## config.mk

```make
export PLATFORM = sky130hd
export DESIGN_NAME = clock_set_ctrl
export DESIGN_NICKNAME = d
export VERILOG_FILES = /design/src/rtl/clock_set_ctrl.sv
export SDC_FILE = /design/constraint.sdc
export NUM_CORES = 1
export LEC_CHECK = 0
export CORE_MARGIN = 3
export CORE_UTILIZATION = 57
export CTS_CLUSTER_DIAMETER = 80
export DETAILED_ROUTE_END_ITERATION = 10
export PLACE_DENSITY = 0.95
export SKIP_CTS_REPAIR_TIMING = 1
export SLEW_MARGIN = 20
export SYNTH_ARGS = -nofsm -noshare
export SYNTH_HDL_FRONTEND = slang
export SYNTH_SLANG_ARGS = --single-unit
```

## constraint.sdc

```tcl
create_clock -name master_clk -period 4.4 [get_ports master_clk]
set_input_delay 0.44 -clock master_clk [delete_from_list [all_inputs] [get_ports master_clk]]
set_output_delay 0.44 -clock master_clk [all_outputs]
set_load 0.01 [all_outputs]
```

## src/rtl/clock_set_ctrl.sv

```systemverilog
// rtl/clock_set_ctrl.sv - time-set and alarm controller for digital_clock
// Edit FSM for time/alarm fields, one-cycle load strobe, and a bounded alarm ring.
module clock_set_ctrl #(
  parameter int RING_CYCLES = 1000
) (
  input  logic       master_clk,
  input  logic       reset,
  input  logic       btn_mode,
  input  logic       btn_inc,
  input  logic       alarm_en,
  input  logic [1:0] cur_hours_p1,
  input  logic [3:0] cur_hours_p2,
  input  logic [2:0] cur_minutes_p1,
  input  logic [3:0] cur_minutes_p2,
  input  logic [2:0] cur_seconds_p1,
  input  logic [3:0] cur_seconds_p2,
  output logic [2:0] state,
  output logic       load,
  output logic [1:0] load_hours_p1,
  output logic [3:0] load_hours_p2,
  output logic [2:0] load_minutes_p1,
  output logic [3:0] load_minutes_p2,
  output logic       alarm_on
);

  typedef enum logic [2:0] {
    RUN     = 3'd0,
    SET_HR  = 3'd1,
    SET_MIN = 3'd2,
    COMMIT  = 3'd3,
    ALM_HR  = 3'd4,
    ALM_MIN = 3'd5
  } state_t;

  localparam int CW = (RING_CYCLES < 2) ? 1 : $clog2(RING_CYCLES + 1);

  state_t        state_q, state_n;
  logic [5:0]    hr_q, hr_n, ahr_q, ahr_n;
  logic [6:0]    min_q, min_n, amin_q, amin_n;
  logic          load_q, load_n;
  logic          alarm_q, alarm_n;
  logic [CW-1:0] ring_q, ring_n;
  logic          match, match_d;
  logic          mode_p, inc_p;
  logic [5:0]    cur_hr;
  logic [6:0]    cur_min;

  // Fields are packed {tens, ones} so BCD literals like 6'h23 read naturally.
  function automatic logic [5:0] hr_inc(input logic [5:0] h);
    if (h == 6'h23)          return 6'h00;
    else if (h[3:0] == 4'd9) return {h[5:4] + 2'd1, 4'd0};
    else                     return {h[5:4], h[3:0] + 4'd1};
  endfunction

  function automatic logic [6:0] min_inc(input logic [6:0] m);
    if (m == 7'h59)          return 7'h00;
    else if (m[3:0] == 4'd9) return {m[6:4] + 3'd1, 4'd0};
    else                     return {m[6:4], m[3:0] + 4'd1};
  endfunction

  assign cur_hr  = {cur_hours_p1, cur_hours_p2};
  assign cur_min = {cur_minutes_p1, cur_minutes_p2};

  // A press during ringing only silences the alarm; mode beats inc.
  assign mode_p = btn_mode & ~alarm_q;
  assign inc_p  = btn_inc & ~btn_mode & ~alarm_q;

  assign match = (state_q == RUN) && alarm_en && (cur_hr == ahr_q) && (cur_min == amin_q) &&
                 (cur_seconds_p1 == 3'd0) && (cur_seconds_p2 == 4'd0);

  always_comb begin
    state_n = state_q;
    hr_n    = hr_q;
    min_n   = min_q;
    ahr_n   = ahr_q;
    amin_n  = amin_q;
    case (state_q)
      RUN: if (mode_p) begin
        state_n = SET_HR;
        hr_n    = cur_hr;
        min_n   = cur_min;
      end
      SET_HR:  if (mode_p) state_n = SET_MIN; else if (inc_p) hr_n = hr_inc(hr_q);
      SET_MIN: if (mode_p) state_n = COMMIT;  else if (inc_p) min_n = min_inc(min_q);
      COMMIT:  state_n = ALM_HR;
      ALM_HR:  if (mode_p) state_n = ALM_MIN; else if (inc_p) ahr_n = hr_inc(ahr_q);
      ALM_MIN: if (mode_p) state_n = RUN;     else if (inc_p) amin_n = min_inc(amin_q);
      default: state_n = RUN;
    endcase
    load_n = (state_n == COMMIT);

    alarm_n = alarm_q;
    ring_n  = ring_q;
    if (alarm_q && (btn_mode || btn_inc || !alarm_en)) begin
      alarm_n = 1'b0;
      ring_n  = '0;
    end else if (match && !match_d) begin
      alarm_n = 1'b1;
      ring_n  = CW'(RING_CYCLES);
    end else if (alarm_q) begin
      if (ring_q <= CW'(1)) begin
        alarm_n = 1'b0;
        ring_n  = '0;
      end else begin
        ring_n = ring_q - CW'(1);
      end
    end
  end

  always_ff @(posedge master_clk) begin
    if (reset) begin
      state_q <= RUN;
      hr_q    <= '0;
      min_q   <= '0;
      ahr_q   <= '0;
      amin_q  <= '0;
      load_q  <= 1'b0;
      alarm_q <= 1'b0;
      ring_q  <= '0;
      match_d <= 1'b0;
    end else begin
      state_q <= state_n;
      hr_q    <= hr_n;
      min_q   <= min_n;
      ahr_q   <= ahr_n;
      amin_q  <= amin_n;
      load_q  <= load_n;
      alarm_q <= alarm_n;
      ring_q  <= ring_n;
      match_d <= match;
    end
  end

  assign state           = state_q;
  assign load            = load_q;
  assign load_hours_p1   = hr_q[5:4];
  assign load_hours_p2   = hr_q[3:0];
  assign load_minutes_p1 = min_q[6:4];
  assign load_minutes_p2 = min_q[3:0];
  assign alarm_on        = alarm_q;

endmodule

```

; After elaboration in Yosys (flattened, before gate mapping)
; Cells that the tools add are included.
[word_totals]
output_inout_bits = 18
elab_cells = 110
regBits = 42
[op_classes]
n_reduce_logical = 29
addsub = 9
n_eq_ne = 23
magnitude_cmp = 1
muxes = 28
bitwise_logic = 6
[ops]
columns = cell, count
row1 = 7-bit 2-to-1 mux, 7
row2 = 6-bit 2-to-1 mux, 7
row3 = 10-bit 2-to-1 mux, 3
row4 = 3-bit one-hot mux with 6 select lines, 1
row5 = "4-bit by 1-bit adder with 4-bit output, second input constant", 4
row6 = "4-bit == test, second input constant", 4
row7 = 4-bit AND reduction, 4
row8 = 3-bit 2-to-1 mux, 5
row9 = "7-bit == test, second input constant", 2
row10 = 7-bit one-hot mux with 2 select lines, 1
row11 = "6-bit == test, second input constant", 2
row12 = 6-bit one-hot mux with 2 select lines, 1
row13 = "10-bit by 1-bit <= comparator with 1-bit output, second input constant", 1
row14 = "2-bit inequality test, second input constant", 5
row15 = 5-bit AND reduction, 2
row16 = 2-bit nonzero test, 5
row17 = "10-bit by 1-bit subtractor with 10-bit output, second input constant", 1
row18 = "3-bit by 2-bit == test with 1-bit output, second input constant", 3
row19 = 7-bit == test, 1
row20 = 1-bit logical AND, 7
row21 = "3-bit by 1-bit adder with 3-bit output, second input constant", 2
row22 = "3-bit == test, second input constant", 2
row23 = 6-bit == test, 1
row24 = 3-bit zero test, 2
row25 = other kinds (12), 23

; Logic depth before layout (Yosys ltp)
; Gate-level depths: netlist (run 1).
[logic_depth]
ltp_word = 8
ltp_mapped = 8

; Least setup slack after synthesis (run 1)
; Ideal clock, no wire load.
[synth_timing]
kind = reg2reg
startpoint = reg state_q[2] (netlist: state[2])
endpoint = reg ring_q[2]
setup_time_ns = 0.116
path_buffers = 2
synth_period_minus_slack_ns = 1.787
path_slack_ns = 2.613
stages_incl_launch_ff = 8
t_arrival_ns = 1.671
path_cell_list = dfxtp_1 buf_6 or3_4 nor2_1 nand4_1 or3_1 buf_6 and3_1
[synth_between]
elab_chain_len = 8
[synth_rtl]
columns = element, line
row1 = "start, declared", 37  ; state_t state_q, state_n;
row2 = "start signal, assigned", 122  ; state_q <= state_n;
row3 = 3-bit zero test, 68  ; assign match = (state_q == RUN) && alarm_en && (cur_hr == ahr_q) && (cur_min == amin_q) &&
row4 = 1-bit logical AND (4 in series), 68
row5 = 1-bit logical AND, 69  ; (cur_seconds_p1 == 3'd0) && (cur_seconds_p2 == 4'd0);
row6 = 1-bit logical AND, 97  ; end else if (match && !match_d) begin
row7 = 3-bit OR reduction (no source line), -
row8 = "end signal, assigned", 129  ; ring_q <= ring_n;
row9 = "end, declared", 42  ; logic [CW-1:0] ring_q, ring_n;
; Every way passes these cells.
; A chain may end at the register's enable or synchronous reset.

; Worst setup path in the final report (run 1)
[layout_timing]
startpoint = in btn_mode
endpoint = reg amin_q[5]
[layout_between]
elab_chain_len = 4
[layout_rtl]
columns = element, line
row1 = "start, declared", 8  ; input logic btn_mode,
row2 = 1-bit inverter, 66  ; assign inc_p = btn_inc & ~btn_mode & ~alarm_q;
row3 = 1-bit AND (2 in series), 66
row4 = 4-bit AND reduction (no source line) (*), -
row5 = "end signal, assigned", 126  ; amin_q <= amin_n;
row6 = "end, declared", 39  ; logic [6:0] min_q, min_n, amin_q, amin_n;
; Mark *: on every way between the ends. The rest lies on a longest branch, timed or not.

==> out/results.tsv, run 1 <==
stage	metric	value	unit
timing	Fmax	434	MHz
clock_network	clk slew on worst S/H paths	0.08	ns
synth	Syn. warnings	0	
critical_path	Crit Path Class	input pin to flop	
min_path	Hold Crit Start	min_q[5]	
routing	TritonRoute pass-1 iters	4	
synth	syn avg cell area	8.24	sq um
synth	asr flop ratio synth	0	%
critical_path	FF-to-FF path depth	5	
clock_network	CTS tree	yes	
critical_path	crit-path max FO	10	
clock_network	Root Buffer	clkbuf_8	
timing	endpoints failing hold	0	
timing	fin crit period	2.31	ns
global_routing	GRT overflow	0	
synth	Synth cell types	53	
clock_network	H-Tree Depth	2	
synth	share of the synthesized area in the top cell type	33.2	%
floorplan	core area	4140	sq um
layout	Post-Layout Cell Count	393	
layout	area grow syn2layout	19.9	%
synth	Synth area leader	dfxtp_1	
global_routing	global routing usage on met3	4.55	%
routing	Starting DRT DRC Count	127	
critical_path	crit path capture type	flop	
critical_path	Req. time, crit path	4.58	ns
timing	RSZ-0062 raised after global routing	no	
min_path	WHS Path Cells	2	
synth	post-synthesis cell count	307	
timing	worst hold slack	0.520	ns
global_routing	first-pass GRT wire length	10100	microns
placement	Placer Congestion	0.779	
floorplan	die height	72.6	microns
timing	measured slew at the worst slew-check pin	0.628	ns
pwr	total power	0.816	mW
layout	layout cells sized above 1	4.66	%
global_routing	largest net degree at the start of global routing	33	
synth	Seq/Total Area, Yosys	33.2	%
synth	adder-cell share of the synthesized area	5.93	%
pwr	Static Leak	1.14	nW
floorplan	Die ar.	5270	sq um
critical_path	reg2reg setup slack	2.28	ns
synth	Post-synth EDFFs	0	
clock_network	clk buf depth	2	
critical_path	Critical Path Source Type	input pin	
timing	Slew HR	58.1	%
global_routing	initial antenna violation count	0	
min_path	hold path endpoint	min_q[5]	
synth	Syn Nets	344	
floorplan	I/O Pins	43	
floorplan	initial core utilization	61.1	%
critical_path	r2r endpoint	amin_q[5]	
routing	WL per Instance	15.0	microns
pwr	VDD IR max	167	uV
status	status	completed	
routing	post-route ant nets	0	
synth	Synth Area in Compound Gates	17.5	%
synth	Synth area leaders	dfxtp_1 33%, a21oi_1 6.3%, ha_1 5.9%	
routing	Vias	2325	
placement	Port Buffers	42	
timing	Worst Skew	0.00928	ns
clock_network	later-pin clock latency in the skew report	0.30	ns
critical_path	worst r2r src	alarm_on	
run	maxcap violations	0	
placement	pre-CTS WS	1.82	ns
critical_path	worst path arrival time	2.49	ns
placement	DP HPWL	4390	microns
timing	period utilisation layout	52.4	%
floorplan	Die X	72.6	microns
layout	Final #Nets	379	
pwr	Power Dens Cells	269	nW/um^2
global_routing	most crowded layer after global routing	met2	
layout	Ant. Diodes	0	
clock_network	# clock sinks	42	
global_routing	met2 GRT Util	40.7	%
placement	placed instance count	385	
layout	most frequent cells in the layout	42 x dfxtp_1, 42 x clkdlybuf4s50_1, 32 x a21oi_1	
timing	setup violators final	0	
synth	register bit count reported by yosys	42	
synth	Simple-Gate Fraction of Synth Area	27.9	%
global_routing	GRT Overall Usage	23.7	%
clock_network	CTS Buf Count	5	
routing	DR vias/cell	5.92	
synth	largest family of logic cells by synthesized area	simple AND/OR/NAND/NOR gates	
synth	mux contribution to synthesized area	3.21	%
synth	Post-Synth XOR/XNOR Area	6.92	%
timing	setup TNS	0	ns
global_routing	vias in the first global route	2227	
synth	Post-Synthesis Cell Area	2530	sq um
synth	Top FF cell, synth	dfxtp_1	
global_routing	grt met1 use	29.9	%
timing	PnR worst setup slack	2.09	ns
routing	WL final	5910	microns
min_path	Hold Crit Class	flop to flop	
routing	DRC Markers	0	
floorplan	FP Rows	23	
timing	final slew viol count	0	
## sequential cells by signal, summed over array words and instances, names as in the netlist
name	count
min_q	7
hr_q	6
amin_q	7
load	1
ring_q	10
match_d	1
state	3
ahr_q	6
alarm_on	1
## stage by stage
stage	cell area, sq um	utilization (%)
floorplan	2530	-
global placement	2940	70.9
detailed placement	2940	70.9
CTS	3030	73.2
global route	3030	73.2
finish	3030	73.2
## final cells by class
type | instances | area [sq um]
clock buffer | 6 | 82.6
timing repair buffer | 43 | 428
inverter | 14 | 52.6
sequential | 42 | 841
fill | 320 | 1110
clock inverter | 2 | 12.5
multi-input combinational | 236 | 1560
tap | 50 | 62.6
## worst max-delay path by stage
stage                   from  cells past startpoint  slack (ns)         to
finish              btn_mode                      6        2.09  amin_q[5]
global route        btn_mode                      6        1.96  amin_q[6]
CTS                 btn_mode                      6        2.12  amin_q[4]
detailed placement  btn_mode                      6        1.82  amin_q[4]
global placement    btn_mode                      6        1.92  amin_q[4]
floorplan           state[2]                      7        2.61  ring_q[2]
## cells by family (layout without fill, tap and decap cells)
family | Yosys count | after routing
AO/OA/AOI/OAI | 72 | 72
adder cells (fa/ha/maj) | 12 | 12
buffers and inverters | 29 | 65
AND/OR/NAND/NOR | 124 | 124
multiplexers | 8 | 8
flip-flops | 42 | 42
XOR/XNOR | 20 | 20
## report_power, final
group	switching [mW]	internal, mW
Sequential	0.0207	0.393
Combinational	0.0680	0.0742
Clock	0.134	0.126
Total	0.222	0.593
## routing by layer
metal	routed length, microns	vias up
met5	0	-
met4	85	0
met3	198	10
met2	3010	48
met1	2620	1100
li1	-	1167
## synth_stat cells (3+ instances only)
cell and number:
nor2b_1 10, nand2b_1 8, buf_2 5, mux2i_1 7, o21ai_0 13, or3_1 4
clkbuf_1 7, inv_1 14, nor4_1 7, nor2_1 25, xnor2_1 3, nor3b_1 5
and3_1 3, a21oi_1 32, dfxtp_1 42, nand3b_1 4, nand2_1 17, nor3_1 19
a211oi_1 6, xor2_1 17, nor4b_1 3, a21o_1 3, ha_1 12, nand3_1 6
## worst max-delay path: stages
cell             delay [ns]
clkdlybuf4s50_1        0.59
nor4bb_4               0.37
and3_1                 0.32
and4b_1                0.46
mux2i_1                0.25
nor2_1                 0.06
(Power assumes the default switching activity.)
==> inputs of run 2 (changes only) <==
- CORE_UTILIZATION: 57 -> 53
- PLACE_DENSITY: 0.95 -> 0.91
- clock period: 4.4 -> 2.2 ns (I/O delays scaled with it)
==> run 2 against run 1 <==
Effect of this change:
- critical path depth down 1
- non-clock buffer count up 11
- critical endpoint is now ring_q[0]
- clock skew decreased by 0.0024 ns
- worst hold slack worse by 0.013 ns
- via count rose by 2.5%
- final area up 2.4%
- utilization is 3.8 points lower
- wire length is 3.5% higher
- global-route usage decreased by 0.61 points
- clock power up 93%
- cell count is 2.8% higher
==> out/results.tsv, run 2 (same netlist as run 1, synthesis figures left out) <==
stage	metric	value	unit
floorplan	die height	75.1	microns
timing	setup TNS	0	ns
min_path	Hold Crit Class	flop to flop	
clock_network	# clock sinks	42	
global_routing	initial antenna violation count	0	
timing	setup violators final	0	
clock_network	clk buf depth	2	
layout	layout cells sized above 1	7.10	%
timing	RSZ-0062 raised after global routing	no	
layout	FILL cells	347	
layout	Largest Register	ring_q	
routing	WL per Instance	15.1	microns
timing	Fmax	498	MHz
clock_network	CTS tree	yes	
routing	TritonRoute pass-1 iters	4	
floorplan	initial core utilization	56.5	%
global_routing	first-pass GRT wire length	10000	microns
run	maxcap violations	0	
floorplan	Die ar.	5640	sq um
timing	measured slew at the worst slew-check pin	0.507	ns
layout	max FFs per register	10	
routing	DR vias/cell	5.90	
routing	WL final	6120	microns
critical_path	Req. time, crit path	2.39	ns
global_routing	grt met1 use	26.9	%
critical_path	Crit Path Class	flop to flop	
pwr	Power Dens Cells	523	nW/um^2
critical_path	worst path arrival time	2.20	ns
global_routing	GRT overflow	0	
global_routing	GRT Overall Usage	23.1	%
timing	Slew HR	65.7	%
floorplan	I/O Pins	43	
timing	endpoints failing hold	0	
status	status	completed	
global_routing	global routing usage on met3	4.81	%
timing	final slew viol count	0	
timing	Worst Skew	0.00684	ns
routing	DRC Markers	0	
floorplan	FP Rows	24	
floorplan	core area	4470	sq um
placement	Placer Congestion	0.826	
pwr	VDD IR max	397	uV
layout	most frequent cells in the layout	42 x dfxtp_1, 42 x clkdlybuf4s50_1, 32 x a21oi_1	
clock_network	later-pin clock latency in the skew report	0.30	ns
layout	Ant. Diodes	0	
clock_network	H-Tree Depth	2	
critical_path	Critical Path Source Type	flop	
placement	Port Buffers	42	
layout	Final #Nets	390	
clock_network	Root Buffer	clkbuf_8	
clock_network	CTS Buf Count	5	
global_routing	vias in the first global route	2257	
global_routing	largest net degree at the start of global routing	27	
layout	Post-Layout Cell Count	404	
global_routing	met2 GRT Util	41.5	%
layout	biggest regs	ring_q: 10 flops, amin_q: 7 flops, min_q: 7 flops	
global_routing	most crowded layer after global routing	met2	
timing	fin crit period	2.01	ns
placement	placed instance count	398	
critical_path	reg2reg setup slack	0.19	ns
critical_path	crit path capture type	flop	
layout	area grow syn2layout	22.8	%
routing	Starting DRT DRC Count	142	
routing	post-route ant nets	0	
routing	Vias	2382	
floorplan	Die X	75.1	microns
clock_network	clk slew on worst S/H paths	0.08	ns
placement	DP HPWL	4660	microns
timing	period utilisation layout	91.3	%
critical_path	crit-path max FO	11	
pwr	Static Leak	1.19	nW
[run 2: cell types whose count changed in the layout (fill, tap and decap cells not counted)]
cell / previous run / this run
clkinvlp_4: 1 / 0
clkinv_2: 1 / 0
buf_4: 1 / 12
[run 2: final timing paths]
check / start / endpoint / cells after the start
worst max-delay path: state[2] / ring_q[0] / 5
worst min-delay path: min_q[5] / min_q[5] / 2
worst min register to register: min_q[5] / min_q[5] / 2
worst max register to register: state[2] / ring_q[0] / 5
[run 2: power by group]
group / switching [mW] / internal [mW]
combinational: 0.139 / 0.158
sequential: 0.0402 / 0.786
clock: 0.260 / 0.242
[run 2: worst max-delay path: stages (launching register included)]
cell     delay [ns]
dfxtp_1        0.42
or3_4          0.43
nor2_1         0.13
nand4_1        0.13
or3_1          0.56
nor3b_1        0.22
[run 2: layer usage]
layer / vias up / wire length [microns]
li1: 1188 / -
met1: 1117 / 2570
met2: 65 / 3160
met3: 12 / 271
met4: 0 / 112
met5: - / 0
[run 2: per-stage QoR]
step | instance area [sq um] | util [%] | power [mW] | worst slack, ns | hold WS (ns)
CTS | 3110 | 69.4 | 1.63 | 0.205 | 0.512
detailed placement | 3020 | 67.6 | 1.14 | 0.00991 | 0.501
finish | 3110 | 69.4 | 1.62 | 0.192 | 0.507
global route | 3110 | 69.4 | 1.69 | 0.129 | 0.551
global placement | 3020 | 67.6 | 1.13 | 0.0974 | 0.497
floorplan | 2530 | - | 0.985 | 0.413 | 0.289
[run 2: area by class of cell]
type	instances	area, sq um	area share (%)
flip-flops and latches	42	841	27.1
well taps	52	65.1	2.09
repair buffers	54	510	16.4
multi-input cells	236	1560	50.1
inverters	14	52.6	1.69
clock buffers	6	82.6	2.66
